File: src/rtl/lfu_victim_selector.sv
// lfu_victim_selector
//   Scans the entries 0..NUM_ENTRIES-1 of an external LFU counter block and returns the
//   address and count of the least-frequently-used entry. Ties go to the lowest address.
//   One address is issued per cycle. The count comes back one cycle later and is compared
//   against a running minimum.
//
// Ports
//   clk            sole clock, rising edge
//   gen_reset      synchronous active-high reset
//   req            start a search (accepted only while idle)
//   busy           search in progress; req is ignored while high
//   done           one-cycle pulse; victim_* is valid and updated in this cycle
//   adress         entry address driven to the counter block
//   count_read     read strobe to the counter block
//   count_in       counter block output, valid one cycle after adress/count_read
//   victim_adress  address of the least-frequently-used entry (held until next done)
//   victim_count   count of that entry
//
// Configuration
//   LFU_EARLY_EXIT_EN  when defined, a compared count of zero ends the search at once.
//                      A zero can never be beaten, so nothing further can change the result.

module lfu_victim_selector #(
   parameter int unsigned ADDR_W      = 10,
   parameter int unsigned COUNT_W     = 4,
   parameter int unsigned NUM_ENTRIES = 1024
) (
   input  logic               clk,
   input  logic               gen_reset,
   input  logic               req,
   output logic               busy,
   output logic               done,
   output logic [ADDR_W-1:0]  adress,
   output logic               count_read,
   input  logic [COUNT_W-1:0] count_in,
   output logic [ADDR_W-1:0]  victim_adress,
   output logic [COUNT_W-1:0] victim_count
);

   localparam logic [ADDR_W-1:0] LastAddr = ADDR_W'(NUM_ENTRIES - 1);

   typedef enum logic [1:0] {StIdle, StScan, StDrain, StDone} state_e;

   state_e               state_q;
   logic                 busy_q;
   logic                 done_q;
   logic [ADDR_W-1:0]    adress_q;
   logic                 count_read_q;
   logic [ADDR_W-1:0]    victim_adress_q;
   logic [COUNT_W-1:0]   victim_count_q;

   // Compare pipeline: pend_q marks that count_in carries the entry at pend_addr_q.
   logic                 pend_q;
   logic [ADDR_W-1:0]    pend_addr_q;
   logic [COUNT_W-1:0]   min_cnt_q, min_cnt_d;
   logic [ADDR_W-1:0]    min_addr_q, min_addr_d;
   logic                 take;
   logic                 early_exit;

   assign busy          = busy_q;
   assign done          = done_q;
   assign adress        = adress_q;
   assign count_read    = count_read_q;
   assign victim_adress = victim_adress_q;
   assign victim_count  = victim_count_q;

   // The scan always starts at address 0, so the entry at address 0 is the first one compared.
   // That entry loads the minimum unconditionally. After that, only a strictly smaller count
   // replaces it, which keeps the lower address on a tie.
   always_comb begin
      take       = pend_q && ((pend_addr_q == '0) || (count_in < min_cnt_q));
      min_cnt_d  = take ? count_in    : min_cnt_q;
      min_addr_d = take ? pend_addr_q : min_addr_q;
`ifdef LFU_EARLY_EXIT_EN
      early_exit = pend_q && (count_in == '0);
`else
      early_exit = 1'b0;
`endif
   end

   always_ff @(posedge clk) begin
      if (gen_reset) begin
         state_q         <= StIdle;
         busy_q          <= 1'b0;
         done_q          <= 1'b0;
         adress_q        <= '0;
         count_read_q    <= 1'b0;
         victim_adress_q <= '0;
         victim_count_q  <= '0;
         pend_q          <= 1'b0;
         pend_addr_q     <= '0;
         min_cnt_q       <= '0;
         min_addr_q      <= '0;
      end else begin
         // After an early exit, the address issued in the same cycle is discarded.
         pend_q      <= count_read_q && !early_exit;
         pend_addr_q <= adress_q;
         min_cnt_q   <= min_cnt_d;
         min_addr_q  <= min_addr_d;

         unique case (state_q)
            StIdle: begin
               done_q <= 1'b0;
               if (req) begin
                  state_q      <= StScan;
                  busy_q       <= 1'b1;
                  adress_q     <= '0;
                  count_read_q <= 1'b1;
                  min_cnt_q    <= '0;
                  min_addr_q   <= '0;
               end
            end
            StScan: begin
               if (early_exit) begin
                  state_q         <= StDone;
                  count_read_q    <= 1'b0;
                  done_q          <= 1'b1;
                  victim_adress_q <= min_addr_d;
                  victim_count_q  <= min_cnt_d;
               end else if (adress_q == LastAddr) begin
                  state_q      <= StDrain;
                  count_read_q <= 1'b0;
               end else begin
                  adress_q <= adress_q + 1'b1;
               end
            end
            StDrain: begin
               // The last entry is compared here.
               state_q         <= StDone;
               done_q          <= 1'b1;
               victim_adress_q <= min_addr_d;
               victim_count_q  <= min_cnt_d;
            end
            StDone: begin
               state_q <= StIdle;
               done_q  <= 1'b0;
               busy_q  <= 1'b0;
            end
            default: begin
               state_q      <= StIdle;
               busy_q       <= 1'b0;
               done_q       <= 1'b0;
               count_read_q <= 1'b0;
            end
         endcase
      end
   end

endmodule

File: config.mk
export PLATFORM = sky130hd
export DESIGN_NAME = lfu_victim_selector
export DESIGN_NICKNAME = d
export VERILOG_FILES = /design/src/rtl/lfu_victim_selector.sv
export SDC_FILE = /design/constraint.sdc
export NUM_CORES = 1
export LEC_CHECK = 0
export CAP_MARGIN = 0
export CORE_MARGIN = 1
export CORE_UTILIZATION = 28
export DETAILED_ROUTE_END_ITERATION = 8
export GPL_TIMING_DRIVEN = 1
export MAX_ROUTING_LAYER = met4
export PLACE_DENSITY_LB_ADDON = 0.15
export SYNTH_ARGS = -nofsm -noshare
export SYNTH_HDL_FRONTEND = slang
export SYNTH_SLANG_ARGS = --single-unit
File: constraint.sdc
create_clock -name clk -period 3.6 [get_ports clk]
set_input_delay 0.54 -clock clk [delete_from_list [all_inputs] [get_ports clk]]
set_output_delay 0.54 -clock clk [all_outputs]
set_load 0.03 [all_outputs]
==> results by group <==
Status
  – Outcome: finished clean

CTS
  – CTS Hold Bufs: 0
  – CTS Buffer Depth: 2
  – H-tree depth: 2
  – Root Buffer: clkbuf_8
  – Worst-path clk slew: 90 ps
  – Clk_lat worst skew: 310 ps
  – Post-CTS Repair Setup Buffers: 0
  – Clock Sink Count: 54
  – Cts bufs inserted: 5
  – CTS tree: done
  – Post-cts sizing count: 0

Route
  – Pre-Repair DR Iteration Count: 4
  – Wire per inst: 14.85 µm
  – Vias per inst: 5.136
  – DR iter-0 viols: 80
  – # DRC: 0
  – Routed wire length: 5.674 mm
  – Routed Antenna Nets: 0
  – Via Count: 1962

Worst setup path
  – R2R depth: 6
  – CP Max Fanout: 14
  – Worst path required time: 3820 ps
  – FF-to-FF Start: state_q[0]$_SDFFE_PP0P_
  – Critical path type: input port to flop
  – CP arrival: 2490 ps
  – Setup crit start kind: input port
  – R2r setup slk: 1490 ps
  – Endpoint class of the critical path: flop
  – Worst r2r dst: adress[6]$_SDFFE_PP0P_

Logic synthesis
  – Post-synth top area cell: dfxtp_1
  – Most frequent cell after synthesis: dfxtp_1
  – Number of synthesized flops with an enable pin: 0
  – Top cell type's share of synthesized area: 46.63%
  – FF+latch count, synth: 54
  – Synthesized net count: 269
  – Synth cell types: 41
  – Most used DFF post-synth: dfxtp_1
  – Synthesized area per cell: 9.128 µm²
  – Synth top area cells: dfxtp_1 47%, a311oi_1 5.3%, ha_1 4.3%
  – Synth Cell Area: 2318 µm²
  – Synth cell count leaders: 54 x dfxtp_1, 19 x a21oi_1, 19 x nor2_1
  – Async SR Flop Fraction: 0%
  – Post-synthesis sequential area ratio: 46.63%
  – Synth warn: 0
  – Syn Inst Count: 254

Power and ir drop
  – VDD IR max: 292.8 µV
  – Leak: 0.0009428 µW
  – Pwr/cell area: 666.6 nW/µm²

Timing
  – Unrepaired setup endpoints after global routing: false
  – Final Slew Violations: 0
  – Actual slew at the worst max-slew pin: 1090 ps
  – Rel. slew slack: 27.34%
  – Hold Fails Final Rpt: 0
  – FMAX: 0.4397 GHz
  – Final period util: 63.17%
  – Final setup TNS: 0 ps
  – Setup Skew: 5.029 ps
  – Min cycle time layout: 2274 ps
  – Final setup vio count: 0

Final layout
  – Footprint of the multi-input gates: 1125 µm²
  – Fin nets: 294
  – Share of layout cells above drive strength 1: 4.643%
  – Fillers: 830
  – Diodes inserted: 0
  – P&R area growth vs syn: 21.05%
  – Reg area: 1081 µm²
  – Final instance area: 2806 µm²

Hold path
  – Hold Startpoint: victim_count[2]$_SDFFE_PP0P_
  – Hold EP: victim_count[2]$_SDFFE_PP0P_
  – Worst Hold Class: flop to flop
  – Hold path depth: 2

Floorplan
  – Chip width: 93.00 µm
  – Rows: 32
  – Die Span Y: 93.00 µm
  – DIE AREA: 8648 µm²
  – Core ar.: 7848 µm²
  – Initial Util: 29.54%
  – I/O pins: 34

Placement
  – DP HPWL: 3.639 mm
  – Area after DPL: 2720 µm²
  – Final GP Congestion: 0.6984
  – I/O Buffers: 33

Global route
  – Initial antenna violation count: 0
  – GRT Overall Usage: 14.09%
  – Grt total ovfl: 0
  – Largest net degree at the start of global routing: 39
  – Global-route wire length before repair: 9.280 mm
  – Vias in the first global route: 1851

Run
  – Max_cap viols: 0
## logic make-up after synthesis
| group | count (synthesis) | synth area share [%] |
|---|---|---|
| buffers and inverters | 27 | 4.857 |
| multiplexers | 3 | 1.295 |
| adder cells (fa/ha/maj) | 8 | 4.317 |
| AND/OR/NAND/NOR | 92 | 22.29 |
| AO/OA/AOI/OAI | 70 | 20.61 |
| flip-flops | 54 | 46.63 |
## registers in the layout (all words and copies together), names as in the netlist
signal / count
victim_count: 4
done: 1
pend_q: 1
min_cnt_q: 4
busy: 1
state_q: 2
adress: 10
pend_addr_q: 10
victim_adress: 10
count_read: 1
min_addr_q: 10
## layout by cell type, fill, tap and decap left out, types with 4 or more instances in the layout
master	n
nand3_1	9
inv_1	8
o21ai_1	7
o31ai_1	13
nand4_1	16
a31oi_1	4
nand2_1	14
a311oi_1	14
nor2b_1	13
clkbuf_8	5
clkdlybuf4s50_1	33
nor2_1	19
dfxtp_1	54
ha_1	8
a21oi_1	19
## layout make-up
type,count,area share [%]
Clock buffer,6,2.586
Clock inverter,2,0.4904
Inverter,9,1.204
Multi-Input combinational cell,173,40.08
Sequential cell,54,38.52
Tap cell,102,4.547
Timing Repair Buffer,36,12.57
## layer usage
| layer | track usage (%) | up-vias | wire [µm] |
|---|---|---|---|
| li1 | - | 1001 | - |
| met1 | 19.23 | 901 | 2859 |
| met2 | 21.14 | 53 | 2522 |
| met3 | 2.683 | 7 | 226 |
| met4 | 4.231 | 0 | 65 |
| met5 | - | - | 0 |
## critical path: stages
cell,delay [ps]
clkdlybuf4s50_1,440
ha_1,220
nor4b_2,300
o21a_1,500
o31ai_1,200
a311oi_1,280
## where the power goes
part	internal (µW)	switching (µW)
registers	696	62.3
logic	295	483
clock network	138	197
## how the worst max path moves through the flow
stage	cells past startpoint	to	start	slack (ps)
final	6	victim_count[0]$_SDFFE_PP0P_	count_in[1]	1330
after floorplan	5	adress[3]$_SDFFE_PP0P_	adress[0]$_SDFFE_PP0P_	1700
after global placement	6	victim_adress[8]$_SDFFE_PP0P_	count_in[1]	990
after CTS	6	victim_count[0]$_SDFFE_PP0P_	count_in[1]	1350
after global routing	6	victim_adress[3]$_SDFFE_PP0P_	count_in[1]	1160
after detailed placement	6	victim_adress[5]$_SDFFE_PP0P_	count_in[1]	1020
## through the flow
stage | hold WS [ps] | cells | utilization (%) | total power [µW] | setup slack, ps
2_1_floorplan | 456.8 | 254 | - | 1292 | 1699
3_3_place_gp | 464.7 | 374 | 34.66 | 1553 | 990.1
3_5_place_dp | 474.0 | 374 | 34.66 | 1553 | 1016
4_1_cts | 487.9 | 382 | 35.76 | 1896 | 1349
5_1_grt | 499.8 | 382 | 35.76 | 2002 | 1156
6_report | 485.7 | 382 | 35.76 | 1871 | 1326
Power figures use the tool's default switching activity.
